### config.mk
export PLATFORM = sky130hd
export DESIGN_NAME = mc_control_unit
export DESIGN_NICKNAME = d
export VERILOG_FILES = /design/src/rtl/mc_control_unit.sv
export SDC_FILE = /design/constraint.sdc
export NUM_CORES = 1
export LEC_CHECK = 0
export CORE_ASPECT_RATIO = 1.5
export CORE_MARGIN = 1
export CORE_UTILIZATION = 45
export DETAILED_ROUTE_END_ITERATION = 6
export PLACE_DENSITY = 0.8
export SLEW_MARGIN = 10
export SYNTH_ARGS = -nofsm -noshare
export SYNTH_HDL_FRONTEND = slang
export SYNTH_SLANG_ARGS = --single-unit
### constraint.sdc
create_clock -name clk -period 4.73 [get_ports clk]
set_input_delay 0.946 -clock clk [delete_from_list [all_inputs] [get_ports clk]]
set_output_delay 0.946 -clock clk [all_outputs]
set_load 0.1 [all_outputs]
### src/rtl/mc_control_unit.sv
// Multi-cycle control FSM: sequences fetch, decode, execute, memory and write-back
// over one shared memory port, with a bounded wait on memory ready.
module mc_control_unit #(
   parameter int unsigned WAIT_LIMIT = 15,
   parameter int unsigned WAIT_CNT_W = 4
) (
   input  logic       clk,
   input  logic       rst,
   input  logic [3:0] opcode,
   input  logic [7:0] func,
   input  logic       zero_flag,
   input  logic       mem_ready,
   output logic [2:0] alu_operation,
   output logic       alu_src_a,
   output logic [1:0] alu_src_b,
   output logic       pc_write,
   output logic [1:0] pc_src,
   output logic       ir_write,
   output logic       iord,
   output logic       mem_read,
   output logic       mem_write,
   output logic       reg_write,
   output logic       R_sel,
   output logic       mem_to_reg,
   output logic       ld_window,
   output logic       illegal,
   output logic       bus_err
);

   localparam logic [2:0] ALU_ADD    = 3'b000;
   localparam logic [2:0] ALU_SUB    = 3'b001;
   localparam logic [2:0] ALU_AND    = 3'b010;
   localparam logic [2:0] ALU_OR     = 3'b011;
   localparam logic [2:0] ALU_NOT    = 3'b100;
   localparam logic [2:0] ALU_PASS_B = 3'b101;

   localparam logic [3:0] OP_LOAD  = 4'b0000;
   localparam logic [3:0] OP_STORE = 4'b0001;
   localparam logic [3:0] OP_JUMP  = 4'b0010;
   localparam logic [3:0] OP_BRZ   = 4'b0100;
   localparam logic [3:0] OP_RTYPE = 4'b1000;
   localparam logic [3:0] OP_WND   = 4'b1010;
   localparam logic [3:0] OP_ADDI  = 4'b1100;
   localparam logic [3:0] OP_SUBI  = 4'b1101;
   localparam logic [3:0] OP_ANDI  = 4'b1110;
   localparam logic [3:0] OP_ORI   = 4'b1111;

   typedef enum logic [3:0] {
      ST_IF, ST_ID, ST_EX_R, ST_EX_I, ST_WB_ALU, ST_MEM_RD,
      ST_WB_MEM, ST_MEM_WR, ST_BR, ST_JMP, ST_WIN
   } state_t;

   state_t                state, state_next;
   logic [WAIT_CNT_W-1:0] wait_cnt;
   logic                  mem_state_c, timeout_c, cnt_clr_c;
   logic                  r_legal_c, r_nop_c, is_itype_c;
   logic [2:0]            r_op_c, i_op_c;

   assign mem_state_c = (state == ST_IF) || (state == ST_MEM_RD) || (state == ST_MEM_WR);
   assign timeout_c   = mem_state_c && !mem_ready && (wait_cnt == WAIT_CNT_W'(WAIT_LIMIT));
   // Any state change (incl. abort re-entering IF) starts a fresh wait window
   assign cnt_clr_c   = (state_next != state) || timeout_c;

   assign r_legal_c  = !func[7] && $onehot(func[6:0]);
   assign r_nop_c    = (func == 8'h00) || (func == 8'h80);
   assign is_itype_c = (opcode[3:2] == 2'b11);
   assign i_op_c     = {1'b0, opcode[1:0]};

   // R-type function decode; IR is stable from ID onward so WB reuses it
   always_comb begin
      r_op_c = ALU_ADD;
      if (func[0] || func[1]) r_op_c = ALU_PASS_B;
      else if (func[3])       r_op_c = ALU_SUB;
      else if (func[4])       r_op_c = ALU_AND;
      else if (func[5])       r_op_c = ALU_OR;
      else if (func[6])       r_op_c = ALU_NOT;
   end

   always_ff @(posedge clk or posedge rst) begin
      if (rst) begin
         state    <= ST_IF;
         wait_cnt <= '0;
      end else begin
         state <= state_next;
         if (cnt_clr_c)
            wait_cnt <= '0;
         else if (mem_state_c && !mem_ready && (wait_cnt != WAIT_CNT_W'(WAIT_LIMIT)))
            wait_cnt <= wait_cnt + WAIT_CNT_W'(1);
      end
   end

   always_comb begin
      state_next    = state;
      alu_operation = ALU_ADD;
      alu_src_a     = 1'b0;
      alu_src_b     = 2'b00;
      pc_write      = 1'b0;
      pc_src        = 2'b00;
      ir_write      = 1'b0;
      iord          = 1'b0;
      mem_read      = 1'b0;
      mem_write     = 1'b0;
      reg_write     = 1'b0;
      R_sel         = 1'b0;
      mem_to_reg    = 1'b0;
      ld_window     = 1'b0;
      illegal       = 1'b0;
      bus_err       = 1'b0;

      case (state)
         ST_IF: begin
            mem_read  = 1'b1;
            alu_src_b = 2'b01;
            if (mem_ready) begin
               ir_write   = 1'b1;
               pc_write   = 1'b1;
               state_next = ST_ID;
            end else if (timeout_c) begin
               bus_err = 1'b1;
            end
         end
         ST_ID: begin
            case (opcode)
               OP_LOAD:  state_next = ST_MEM_RD;
               OP_STORE: state_next = ST_MEM_WR;
               OP_JUMP:  state_next = ST_JMP;
               OP_BRZ:   state_next = ST_BR;
               OP_WND:   state_next = ST_WIN;
               OP_ADDI, OP_SUBI, OP_ANDI, OP_ORI: state_next = ST_EX_I;
               OP_RTYPE: begin
                  if (r_legal_c)
                     state_next = ST_EX_R;
                  else begin
                     state_next = ST_IF;
                     illegal    = !r_nop_c;
                  end
               end
               default: begin
                  state_next = ST_IF;
                  illegal    = 1'b1;
               end
            endcase
         end
         ST_EX_R: begin
            alu_src_a     = 1'b1;
            alu_operation = r_op_c;
            state_next    = ST_WB_ALU;
         end
         ST_EX_I: begin
            alu_src_a     = 1'b1;
            alu_src_b     = 2'b10;
            alu_operation = i_op_c;
            state_next    = ST_WB_ALU;
         end
         ST_WB_ALU: begin
            reg_write     = 1'b1;
            alu_src_a     = 1'b1;
            alu_src_b     = is_itype_c ? 2'b10 : 2'b00;
            alu_operation = is_itype_c ? i_op_c : r_op_c;
            R_sel         = !is_itype_c && func[0];
            state_next    = ST_IF;
         end
         ST_MEM_RD: begin
            mem_read = 1'b1;
            iord     = 1'b1;
            if (mem_ready)
               state_next = ST_WB_MEM;
            else if (timeout_c) begin
               bus_err    = 1'b1;
               state_next = ST_IF;
            end
         end
         ST_WB_MEM: begin
            reg_write  = 1'b1;
            mem_to_reg = 1'b1;
            state_next = ST_IF;
         end
         ST_MEM_WR: begin
            mem_write = 1'b1;
            iord      = 1'b1;
            if (mem_ready)
               state_next = ST_IF;
            else if (timeout_c) begin
               bus_err    = 1'b1;
               state_next = ST_IF;
            end
         end
         ST_BR: begin
            alu_src_a     = 1'b1;
            alu_src_b     = 2'b11;
            alu_operation = ALU_SUB;
            if (zero_flag) begin
               pc_write = 1'b1;
               pc_src   = 2'b10;
            end
            state_next = ST_IF;
         end
         ST_JMP: begin
            pc_write   = 1'b1;
            pc_src     = 2'b01;
            state_next = ST_IF;
         end
         ST_WIN: begin
            ld_window  = 1'b1;
            state_next = ST_IF;
         end
         default: state_next = ST_IF;
      endcase

      // Reset kills any in-flight request or strobe without waiting for a clock
      if (rst) begin
         alu_operation = '0;
         alu_src_a     = 1'b0;
         alu_src_b     = '0;
         pc_write      = 1'b0;
         pc_src        = '0;
         ir_write      = 1'b0;
         iord          = 1'b0;
         mem_read      = 1'b0;
         mem_write     = 1'b0;
         reg_write     = 1'b0;
         R_sel         = 1'b0;
         mem_to_reg    = 1'b0;
         ld_window     = 1'b0;
         illegal       = 1'b0;
         bus_err       = 1'b0;
      end
   end

endmodule

## Yosys cells after proc, flatten, opt, wreduce, memory -nomap -nowiden

Cells that the tools add are included.

| storage, ports and cells | value |
|---|---|
| input bits | 16 |
| word-level logic and storage cells | 113 |
| bits in registers | 8 |

| cells by class | value |
|---|---|
| muxes and demuxes | 53 |
| add/sub/neg operators | 7 |
| reduce and logical (&&, ||, !) cells | 26 |
| eq/ne operators | 25 |

Operators with widths:

| operator | number |
|---|---|
| equality test 4 bit (second input constant) | 10 |
| 2-to-1 mux 1 bit | 28 |
| case mux 4 bit (7 select lines) | 1 |
| 2-to-1 mux 4 bit | 6 |
| 2-to-1 mux 3 bit | 7 |
| equality test 4 x 3 -> 1 bit (second input constant) | 5 |
| case mux 4 bit (5 select lines) | 1 |
| equality test 4 x 2 -> 1 bit (second input constant) | 3 |
| case mux 3 bit (4 select lines) | 1 |
| 2-to-1 mux 2 bit | 5 |
| OR reduction 9 bit | 1 |
| equality test 4 x 1 -> 1 bit (second input constant) | 2 |
| equality test 8 bit (second input constant) | 1 |
| logical NOT 4 bit | 2 |
| logical NOT 8 bit | 1 |
| case mux 2 bit (4 select lines) | 1 |
| OR reduction 2 bit | 4 |
| OR reduction 4 bit | 2 |
| adder 1 x 1 -> 2 bit | 3 |
| logical AND 1 bit | 5 |
| logical OR 1 bit | 5 |
| adder 4 x 1 -> 4 bit (second input constant) | 1 |
| logical NOT 1 bit | 4 |
| != test 4 bit | 1 |
| 11 further kinds | 11 |

## Longest topological paths before layout

Gate-level depths: netlist (run 1).

| logic depth | value |
|---|---|
| depth after elaboration | 11 |
| depth in mapped cells | 11 |
| mapped depth without buffers | 11 |

## Worst setup path after synthesis (run 1)

No wires, ideal clock.

| path | value |
|---|---|
| path type | in2out |
| start point | input rst |
| end point | output mem_read |
| arrival time | 4.239 ns |
| setup slack | -0.455 ns |
| stages on the path | 2 |
| required time | 3.784 ns |
| cell sequence | clkbuf_1 > nor4b_1 |

| between the ends | value |
|---|---|
| cells in the longest elaborated chain, start to end | 1 |

RTL lines:

| element | RTL line | RTL |
|---|---|---|
| start: declaration | 8 | `input logic rst,` |
| 2-to-1 mux 1 bit | 211 | `if (rst) begin` |
| end: declaration | 20 | `output logic mem_read,` |

No other way between the ends.

## Final worst setup path (run 1)

| path | value |
|---|---|
| start point | input func[3] |
| end point | output illegal |

| between the ends | value |
|---|---|
| cells in the longest elaborated chain, start to end | 9 |
| elaborated cells between the ends (all ways) | 13 |
| classes of those cells | 3 x add/sub; 2 x eq/ne; 4 x mux; 4 x reduce/logical |

RTL lines:

| element | RTL line | RTL |
|---|---|---|
| start: declaration | 10 | `input logic [7:0] func,` |
| adder 1 x 1 -> 2 bit (implied by the code) | 64 | `assign r_legal_c = !func[7] && $onehot(func[6:0]);` |
| adder 2 x 2 -> 3 bit (implied by the code) | 64 |  |
| adder 3 bit (implied by the code) | 64 |  |
| equality test 3 x 1 -> 1 bit | 64 |  |
| logical AND 1 bit | 64 |  |
| 2-to-1 mux 1 bit (*) | 131 | `if (r_legal_c)` |
| case mux 1 bit (2 select lines) (*) | 123 | `case (opcode)` |
| 2-to-1 mux 1 bit (*) | 110 | `case (state)` |
| 2-to-1 mux 1 bit (*) | 211 |  |
| end: declaration | 26 | `output logic illegal,` |

Mark *: on every way between the ends. The rest lies on a longest branch, timed or not.

==> results of run 1 <==
-- timing repair --
| item | in CTS | in global routing |
|---|---|---|
| gates resized for setup | 10 | 8 |
| hold endpoints to repair | 0 | 0 |
| buffers inserted | 0 | 1 |
| endpoints found under the setup margin | 1 | 1 |
| pin swaps | 8 | 8 |
-- routing by layer --
layer,track usage (%),vias to the layer above
li1,-,542
met1,26.7,542
met2,49.6,47
met3,1.86,8
met4,12.9,0
met5,0,-
-- logic make-up after synthesis --
group           after synthesis  synth area share (%)
flops                         8                  19.7
fa+ha+maj                     6                  10.3
mux                           2                  1.97
compound gates               24                  15.1
simple gates                 71                  40.0
buf+inv                      23                  9.46
xor+xnor                      4                  3.44
-- power by group --
part | total [mW] | switching (mW) | internal [mW]
clock | 0.0525 | 0.0234 | 0.0291
sequential | 0.148 | 0.0630 | 0.0847
combinational | 0.452 | 0.295 | 0.157
-- cells in the final DEF, fill, tap and decap left out, drive strengths merged, types with 4 or more instances in the layout --
cell           Yosys  final
buf                3     24
nor2              15     15
nand2             12     12
clkdlybuf4s50      0     12
inv               12     12
nor3              10     10
dfrtp              8      8
a21oi              7      7
o21ai              5      5
clkbuf             8      5
nor2b              4      4
a31oi              4      4
xnor2              4      4
nand3              4      4
nor4               4      4
fa                 4      4
-- per-stage QoR --
step / cells / setup TNS [ps]
final: 190 / 0
after global routing: 190 / 0
after CTS: 189 / 0
after detailed placement: 186 / -349
after global placement: 186 / -276
after floorplan: 138 / -400
-- final cells by class --
| cell class | count | area, um2 |
|---|---|---|
| multi-input cells | 107 | 759 |
| repair buffers | 38 | 327 |
| clock buffers | 3 | 22.5 |
| inverters | 12 | 45.0 |
| well taps | 22 | 27.5 |
| fillers | 181 | 696 |
| flip-flops and latches | 8 | 200 |
-- worst max-delay path, delay by kind of cell --
| kind | cells | cell delay [ps] |
|---|---|---|
| buf+inv | 4 | 330 |
| simple gates | 3 | 470 |
| fa+ha+maj | 4 | 1750 |
| compound gates | 1 | 160 |
-- final timing paths --
kind,to,slack [ps],cells past startpoint
worst min register to register,wait_cnt[0],580,1
worst max-delay path,illegal,130,12
min in group asynchronous,state[2],1290,3
worst min-delay path,wait_cnt[0],580,1
worst max register to register,wait_cnt[2],2460,5
max in group asynchronous,state[3],3300,3
-- flip-flops by register name, indices dropped and copies added, names as in the netlist --
register	flops
wait_cnt	4
state	4
==> flow_summary_export.csv, run 1 <==
group,metric,value,unit
setup_path,cpPeakStageDelay,550,ps
timing,hold_viol_final,0,
timing,grt_setup_unrepaired,"no",
pwr,cellPowerDensity,472,nW/um2
timing,fmax,217,MHz
setup_path,worst_path_most_repeated_cell,"fa_1",
hold_path,worstHoldPathType,"flip-flop to flip-flop",
final_layout,finalNetCount,192,
timing,hold_slack,578,ps
setup_path,cp_slowest_cell,"fa_1",
hold_path,timing.hold.worst.start,"wait_cnt[0]",
synth,synth.most_common_cell,"nor2_1",
final_layout,final_cell_area,1380,um2
final_layout,diodes,0,
pwr,fin_total_pwr,0.653,mW
global_routing,grt_pass1_wl,4510,um
setup_path,crit_required,3780,ps
synth,synth.top_cell.area_share,19.7,%
route,wl_met1,973,um
cts,cts.sinks,8,
timing,setup_viol,0,
global_routing,grtUsageTotal,26.5,%
setup_path,crit_path_start_kind,"primary input",
final_layout,utilization,66.5,%
route,detail-route-antenna-nets,0,
timing,slew_violations,0,
run,drv_cap,0,
cts,clk_path_buf_depth,2,
synth,ys_top_cells_by_count,"15 x nor2_1, 12 x inv_1, 12 x nand2_1",
route,num_vias,1139,
cts,cts_hold_buf,0,
synth,avgSynthCellArea,7.38,um2
final_layout,drive_gt1_share,27.4,%
synth,yosysUniqueCellTypes,41,
setup_path,r2r-start,"state[0]",
synth,ys_ff_latch,8,
timing,worst_slack,129,ps
timing,relSlewSlack,52.6,%
synth,synthesis.nets,160,
route,route.met2.wl,1600,um
global_routing,grt_max_degree,21,
synth,postSynth.asyncResetShare,100,%
global_routing,grt_pass1_vias,1085,
route,drc,0,
place,gp_congestion,0.771,
place,dp_slack,-349,ps
route,routedWlPerCell,14.6,um
floorplan,core-area,2080,um2
route,viasPerCell,5.99,
route,wl_met3,129,um
route,drt_pass1_iterations,4,
route,maxUsedRoutingLayer,"met4",
synth,synthTopCellsByArea,"dfrtp_1 20%, fa_1 7.9%, nor2_1 5.5%, nor3_1 4.9%, inv_1 4.4%",
status,status,"complete, no violations",
setup_path,critPathMaxFanout,2,
floorplan,ios,35,
setup_path,crit_path_end_kind,"primary output",
floorplan,initial_core_util,49.0,%
pwr,p_leak,0.620,nW
route,wl,2780,um
synth,synth_edf_count,0,
pwr,peakVddDrop,0.251,mV
cts,clk_latency,250,ps
cts,cts_tree,"built",
place,dp_hpwl,2200,um
cts,cts.clk_slew.worst_paths,50,ps
timing,tightest_slew,711,ps
floorplan,fp-row-count,20,
place,io_buffers,34,
floorplan,die_y,60.3,um
synth,synth_flop_cell,"dfrtp_1",
synth,synthesis.area,1020,um2
synth,synth_seq_area_share,19.7,%
timing,clock_skew,4.06,ps
global_routing,grt.overflow.total,0,
synth,synth_warnings,0,
synth,synth_top_area_cell,"dfrtp_1",
setup_path,startpoint,"func[3]",
place,dpl_cell_area,1350,um2
timing,finalCritPeriodShare,97.3,%
timing,period_needed,4600,ps
setup_path,cp_cell_sequence,"buf_6 > inv_2 > fa_1 > fa_1 > fa_2 > inv_2 > fa_1 > nor4_2 > nand2_1 > a21oi_2 > nor2_2 > buf_12",
floorplan,die_area,2460,um2
setup_path,crit_type,"primary input to primary output",
setup_path,cp.arrival,3650,ps
final_layout,syn_to_final_growth,35.6,%
synth,syn_inst,138,
route,initialDrtViolationCount,24,
cts,htreeDepth,1,
cts,cts_buffers,3,
floorplan,die_width,40.8,um
cts,root_buffer,"clkbuf_4",
global_routing,antenna_found_initial,0,
(Power assumes the default switching activity.)
==> run 2: changes to the inputs <==
CORE_MARGIN = 5   (was 1)
==> flow_summary_export.csv, run 2 (synthesis results as in run 1) <==
group,metric,value,unit
cts,cts_hold_buf,0,
pwr,peakVddDrop,0.346,mV
cts,clk_path_buf_depth,2,
route,drt_pass1_iterations,4,
route,wl,2910,um
timing,period_needed,4600,ps
timing,setup_viol,0,
cts,cts.clk_slew.worst_paths,50,ps
timing,finalCritPeriodShare,97.3,%
setup_path,crit_type,"primary input to primary output",
timing,grt_setup_unrepaired,"no",
hold_path,hold-path-endpoint,"wait_cnt[0]",
cts,cts.sinks,8,
setup_path,cp_slowest_cell,"fa_1",
route,viasPerCell,5.89,
hold_path,worstHoldPathCells,1,
run,drv_cap,0,
setup_path,path_delay_family,"adder cells",
setup_path,worst-r2r-setup-slack,2500,ps
cts,cts_buffers,3,
cts,clk_latency,250,ps
place,io_buffers,34,
floorplan,ios,35,
cts,htreeDepth,1,
final_layout,utilization,62.2,%
route,num_vias,1119,
final_layout,biggestRegsByFlops,"state: 4 flops, wait_cnt: 4 flops",
floorplan,die_width,48.8,um
route,routedWlPerCell,15.3,um
place,dp_slack,-342,ps
floorplan,fp-row-count,21,
final_layout,syn_to_final_growth,34.9,%
floorplan,core-area,2210,um2
route,initialDrtViolationCount,47,
place,dp.cells,187,
timing,slew_violations,0,
timing,tightest_slew,724,ps
setup_path,crit_path_start_kind,"primary input",
setup_path,crit_required,3780,ps
global_routing,grt_pass1_wl,4970,um
setup_path,cp_cell_sequence,"clkdlybuf4s15_1 > inv_2 > fa_1 > fa_1 > fa_2 > inv_2 > fa_1 > nor4_2 > nand2_1 > a21oi_2 > nor2_2 > buf_12",
final_layout,diodes,0,
setup_path,cp.arrival,3650,ps
place,dpl_cell_area,1350,um2
global_routing,grt_pass1_vias,1144,
hold_path,timing.hold.worst.start,"wait_cnt[0]",
final_layout,fin_cells,190,
setup_path,rr_endpoint,"wait_cnt[2]",
global_routing,grtUsageTotal,18.5,%
floorplan,die_y,68.3,um
place,dp_hpwl,2370,um
place,gp_congestion,0.776,
timing,clock_skew,6.05,ps
pwr,cellPowerDensity,473,nW/um2
setup_path,reg2reg_depth,5,
setup_path,worst_path_most_repeated_cell,"fa_1",
final_layout,final_common_cell,"buf_4",
route,detail-route-antenna-nets,0,
setup_path,crit_path_end_kind,"primary output",
final_layout,drive_gt1_share,26.3,%
final_layout,final_cell_area,1370,um2
timing,fmax,217,MHz
timing,worst_slack,129,ps
setup_path,path_buf_inv,4,
final_layout,finalNetCount,191,
setup_path,critPathMaxFanout,2,
setup_path,r2r-start,"state[0]",
final_layout,mostFrequentLayoutCells,"21 x buf_4, 14 x nor2_1, 12 x nand2_1, 12 x clkdlybuf4s50_1",
hold_path,worstHoldPathType,"flip-flop to flip-flop",
timing,hold_viol_final,0,
route,drc,0,
floorplan,initial_core_util,46.1,%
setup_path,cpPeakStageDelay,490,ps
floorplan,die_area,3330,um2
global_routing,grt_max_degree,21,
pwr,p_leak,0.613,nW
global_routing,grt.overflow.total,0,
timing,relSlewSlack,51.7,%
cts,root_buffer,"clkbuf_4",
cts,cts_tree,"built",
status,status,"complete, no violations",
global_routing,antenna_found_initial,0,
## run 2: changes by cell type in the layout (fill, tap and decap cells not counted), sizes merged
cell	before	now
buf	24	22
clkdlybuf4s15	0	1
## run 2: worst max path at each step
stage              start  endpoint  depth (start not counted)
2_1_floorplan  mem_ready   bus_err                          3
3_3_place_gp     func[0]   illegal                         12
3_5_place_dp     func[1]   illegal                         12
4_1_cts          func[3]   illegal                         12
5_1_grt          func[0]   illegal                         12
6_report         func[0]   illegal                         12
## run 2: timing repair
action | in CTS | in global routing
gates cloned | 0 | 0
gates resized for setup | 10 | 5
endpoints found under the hold margin | 0 | 0
setup endpoints to repair | 1 | 1
pin swaps | 8 | 8
setup buffers | 0 | 0
## run 2: stage by stage
step | power [mW] | hold WS (ps) | TNS (ps)
final | 0.649 | 577 | 0
after global routing | 0.699 | 601 | 0
after CTS | 0.655 | 587 | 0
after detailed placement | 0.597 | 576 | -342
after global placement | 0.587 | 574 | -281
after floorplan | 0.505 | 549 | -400
## run 2: routing by layer
layer / share of wire (%) / vias to the layer above / GRT usage [%]
met1: 37 / 535 / 19.3
met5: 0 / - / 0
met4: 1.0 / 0 / 6.73
met3: 4.7 / 4 / 2.40
li1: - / 548 / -
met2: 57 / 32 / 37.3
## run 2: where the power goes
part | total [mW] | switching, mW | internal, mW | leakage [nW]
clock | 0.0514 | 0.0224 | 0.0290 | 0.0138
combinational | 0.449 | 0.294 | 0.155 | 0.491
sequential | 0.149 | 0.0646 | 0.0847 | 0.107
total | 0.649 | 0.381 | 0.269 | 0.613
## run 2: layout make-up
cell class                      instances  area [um2]
Sequential cell                         8         200
Fill cell                             209         833
Timing Repair Buffer                   37         318
Multi-Input combinational cell        107         759
Tap cell                               23        28.8
Inverter                               12        45.0
Clock buffer                            3        22.5
==> variant 1 (config.mk and constraints of run 1) <==
Reset style: synchronous (`rst`), changed in one clocked block.
--- a/src/rtl/mc_control_unit.sv
+++ b/src/rtl/mc_control_unit.sv
@@ -76,7 +76,7 @@
       else if (func[6])       r_op_c = ALU_NOT;
    end
 
-   always_ff @(posedge clk or posedge rst) begin
+   always_ff @(posedge clk) begin
       if (rst) begin
          state    <= ST_IF;
          wait_cnt <= '0;
Check against the original RTL: same outputs for any inputs over 10 cycles, from zero or initial values and one cycle with rst high; that may be too few to reach the edited logic, so the function may still have changed.
==> variant 1 against run 1 <==
  * The run now ends with DRC, setup timing left
  * Worst setup slack lost 150 ps
  * Cell area grew 11%
  * Via count grew 6.2%
  * Routed wire length grew 4.7%
  * Synthesized area grew 14%
  * Sequential cell count is the same
  * Non-clock buffer count grew 3
  * Highest routed layer unchanged
Power is not compared: it rests on default switching activity, and its combinational part moved more than twofold at a synthesized area within 25%.
==> variant 1: results (changes against run 1) <==
metric,value,unit,change
Via density,5.845,,-2.5%
ranking of synthesized cells by area,"dfxtp_1 14%, fa_1 6.9%, nor2_1 6.8%",,
first-pass GRT wire length,5202,um,+15%
min-delay src,wait_cnt[0]$_SDFFE_PP0P_,,
all-layer global routing usage,23.99,%,-2.5 points
ratio of cells with drive above 1 in the final layout,31.69,%,+4.3 points
syn_nets,172,,+7.5%
detailed-route DRC error count,4,,+4
async set-reset flop share out of synthesis,0,%,-100 points
drt first pass iters,6,,+2
reg2reg start,state[3]$_SDFF_PP0_,,
Mean Syn Cell Area,7.716,um2,+4.5%
synth unique cells,57,,+39%
dpl hpwl,2341,um,+6.4%
Commonest cells post-synth,"21 x nor2_1, 13 x inv_1, 10 x a21oi_1",,
final-report setup violation count,1,,+1
Fin Hold WS,581.7,ps,+3.294 ps
Post-synth top flop,dfxtp_1,,
gp weighted congestion,0.8358,,+8.4%
placed cells,204,,+9.7%
via count of the first global-routing pass,1288,,+19%
Worst Skew,2.542,ps,-1.521 ps
sequential-to-total area share from yosys stat,13.84,%,-5.8 points
failing checks,"DRC, setup timing",,
Iter 0 DRT Violations,26,,+8.3%
Reg2Reg Capture Point,wait_cnt[2]$_SDFFE_PP0P_,,
fin worst setup slack,-24.59,ps,-154.1 ps
outcome,finished with violations,,
largest net degree at the start of global routing,19,,-9.5%
variant 1: worst max-delay path by stage:
| stage | cells after the start | slack [ps] | startpoint | end |
|---|---|---|---|---|
| 6_report | 13 | -20 | func[3] | illegal |
| 5_1_grt | 13 | -110 | func[3] | illegal |
| 4_1_cts | 13 | -90 | func[3] | illegal |
| 3_5_place_dp | 14 | -740 | func[0] | illegal |
| 3_3_place_gp | 14 | -660 | func[0] | illegal |
| 2_1_floorplan | 11 | -520 | func[0] | illegal |
variant 1: power by group through the flow:
stage          clock [mW]  sequential [mW]  combinational (mW)
4_1_cts            0.0557           0.0765               0.142
5_1_grt            0.0574           0.0774               0.158
3_3_place_gp            0           0.0778               0.132
6_report           0.0550           0.0768               0.147
2_1_floorplan           0           0.0733               0.104
3_5_place_dp            0           0.0780               0.136
variant 1: final cells by class:
cell class	instances	share of cell area, %
clock buffers	3	1.474
inverters	13	3.358
multi-input cells	118	59.46
flip-flops and latches	8	10.48
well taps	24	1.966
repair buffers	41	23.26
variant 1: worst min-delay path, cell delays in order (launching register included):
cell and delay, ps:
dfxtp_1 360, xnor2_1 90, nand2_1 60, nor2_1 30
variant 1: logic make-up (layout without fill, tap and decap cells):
group                      Yosys count  after routing  synth area share (%)
adders and majority gates            6              6                 9.081
AOI/OAI and AO/OA                   36             36                 23.24
muxes                                3              3                 2.703
xor gates and xnor gates             3              3                 2.271
DFF                                  8              8                 13.84
and+or+nand+nor                     70             70                 36.54
buffers and inverters               24             57                 12.32
variant 1: timing repair:
| item | CTS | global route |
|---|---|---|
| hold endpoints to repair | 0 | 0 |
| gates resized for setup | 21 | 3 |
| pin swaps | 8 | 6 |
| setup buffers | 1 | 0 |
| gates cloned | 0 | 0 |
| setup endpoints to repair | 1 | 1 |
variant 1: metrics by stage:
step	worst slack, ps	area [um2]	total power [mW]	util, %	TNS (ps)
6_report	-24.59	1528	0.2785	62.36	-24.59
2_1_floorplan	-524.4	1182	0.1777	-	-524.4
3_5_place_dp	-736.8	1476	0.2136	60.27	-736.8
3_3_place_gp	-657.0	1476	0.2100	60.27	-657.0
4_1_cts	-85.16	1505	0.2738	61.44	-85.16
5_1_grt	-112.7	1528	0.2931	62.36	-112.7
variant 1: layer usage:
metal / vias up / GRT usage (%) / wire [um]
li1: 605 / - / -
met1: 563 / 23.78 / 1080
met2: 31 / 45.08 / 1625
met3: 11 / 1.977 / 113
met4: 0 / 15.63 / 89
met5: - / 0 / 0
==> variant 2 (settings of run 1) <==
Made on the original files. Set the parameter `WAIT_CNT_W` to 3 (it was 4).
--- a/src/rtl/mc_control_unit.sv
+++ b/src/rtl/mc_control_unit.sv
@@ -2,7 +2,7 @@
 // over one shared memory port, with a bounded wait on memory ready.
 module mc_control_unit #(
    parameter int unsigned WAIT_LIMIT = 15,
-   parameter int unsigned WAIT_CNT_W = 4
+   parameter int unsigned WAIT_CNT_W = 3
 ) (
    input  logic       clk,
    input  logic       rst,
Function: changed (Yosys sat finds a counterexample within 10 cycles, from zero or initial values and one cycle with rst high).
==> variant 2 against run 1 <==
  * Routed wire length is 13% lower
  * Synthesized area is 7.2% lower
  * Cell area shrank 1.1%
  * Power fell by 12%
  * Critical path depth fell by 1
  * Sequential cell count fell by 1
  * Worst setup slack got worse by 79 ps
  * Sequential share of layout area is 1.7 points lower
==> variant 2: results (changes against run 1) <==
metric,value,unit,change
syn_nets,149,,-6.9%
ratio of cells with drive above 1 in the final layout,29.76,%,+2.4 points
Synth Area in Compound Gates,18.81,%,+3.7 points
crit path DAT,3730,ps,+80 ps
post-synthesis mux area share,2.252,%,+0.29 points
met2 Usage GRT,41.69,%,-7.9 points
Commonest cells post-synth,"14 x inv_1, 10 x nor2_1, 8 x a21oi_1, 8 x nand2_1",,
sequential-to-total area share from yosys stat,18.54,%,-1.1 points
Max VDD drop,437.1,uV,+74%
fraction of the mapped netlist area in adder cells,12.45,%,+2.1 points
first-pass GRT wire length,3857,um,-15%
via count of the first global-routing pass,940,,-13%
wire per inst,12.85,um,-12%
outcome,completed,,
GRT met1 Usage,26.65,%,about the same
synth unique cells,42,,+2.4%
ranking of synthesized cells by area,"dfrtp_1 19%, fa_1 8.5%, inv_1 5.6%",,
GR Util met3,0.7663,%,-1.1 points
top flop regs,"state: 4 flops, wait_cnt: 3 flops",,
dpl hpwl,1836,um,-17%
Via density,5.598,,-6.6%
all-layer global routing usage,22.83,%,-3.6 points
Worst Skew,6.064,ps,+2.000 ps
LEAKAGE,0.6364,nW,+2.7%
post-synthesis xor/xnor area fraction,0.9272,%,-2.5 points
largest net degree at the start of global routing,19,,-9.5%
gp weighted congestion,0.8138,,+5.5%
Iter 0 DRT Violations,14,,-42%
Inserted Diodes,0,,unchanged
==> variant 2: worst reg2reg max path, cell delays in order, from the launching register on <==
cell and delay, ps:
dfrtp_1 580, nor3_1 330, a21oi_1 120, nor4_2 250, nor2b_1 180
==> variant 2: final timing paths <==
kind | from | endpoint | slack (ps) | cells after the start
max | func[0] | illegal | 50 | 11
min | wait_cnt[0]$_DFFE_PP0P_ | wait_cnt[0]$_DFFE_PP0P_ | 450 | 1
max reg2reg | state[0]$_DFF_PP0_ | wait_cnt[0]$_DFFE_PP0P_ | 3220 | 4
min reg2reg | wait_cnt[0]$_DFFE_PP0P_ | wait_cnt[0]$_DFFE_PP0P_ | 450 | 1
max in group asynchronous | rst | state[2]$_DFF_PP0_ | 3210 | 2
min in group asynchronous | rst | wait_cnt[1]$_DFFE_PP0P_ | 1250 | 2
==> variant 2: through the flow <==
| stage | setup WS (ps) | hold WS [ps] | TNS (ps) | std cells | total power, mW |
|---|---|---|---|---|---|
| floorplan | 51.69 | 409.1 | 0 | 126 | 0.4287 |
| global placement | -525.9 | 421.8 | -525.9 | 177 | 0.5031 |
| detailed placement | -603.7 | 443.6 | -603.7 | 177 | 0.5108 |
| CTS | 5.706 | 449.5 | 0 | 187 | 0.5766 |
| global route | -51.27 | 471.9 | -51.27 | 189 | 0.6148 |
| finish | 50.95 | 445.4 | 0 | 189 | 0.5765 |
==> variant 2: layer usage <==
metal  part of all wire, %  wire (um)
met5                     0          0
met4                   1.2         30
met3                   3.6         87
met2                    56       1362
met1                    39        948
==> variant 2: repair_timing <==
item / in CTS / in global routing
buffers inserted: 6 / 2
endpoints found under the setup margin: 1 / 1
gates cloned: 0 / 0
pin swaps: 6 / 6
resized for setup: 18 / 4
==> variant 2: kinds of logic (layout without fill, tap and decap cells) <==
| logic type | count (synthesis) | count (layout) |
|---|---|---|
| compound gates | 27 | 27 |
| xor+xnor | 1 | 1 |
| fa+ha+maj | 7 | 7 |
| buf+inv | 22 | 64 |
| flops | 7 | 7 |
| mux | 2 | 2 |
| simple gates | 60 | 60 |
==> variant 2: layout make-up <==
cell class / instances / area, um2
repair buffers: 46 / 396.6
fillers: 142 / 535.5
inverters: 14 / 55.05
multi-input cells: 97 / 686.9
well taps: 21 / 26.28
clock buffers: 4 / 26.28
flip-flops and latches: 7 / 175.2
==> variant 2: power breakdown <==
group / leakage [nW] / internal, mW / switching, mW
Sequential: 0.0939 / 0.0767 / 0.0516
Combinational: 0.527 / 0.125 / 0.270
Clock: 0.0150 / 0.0321 / 0.0210
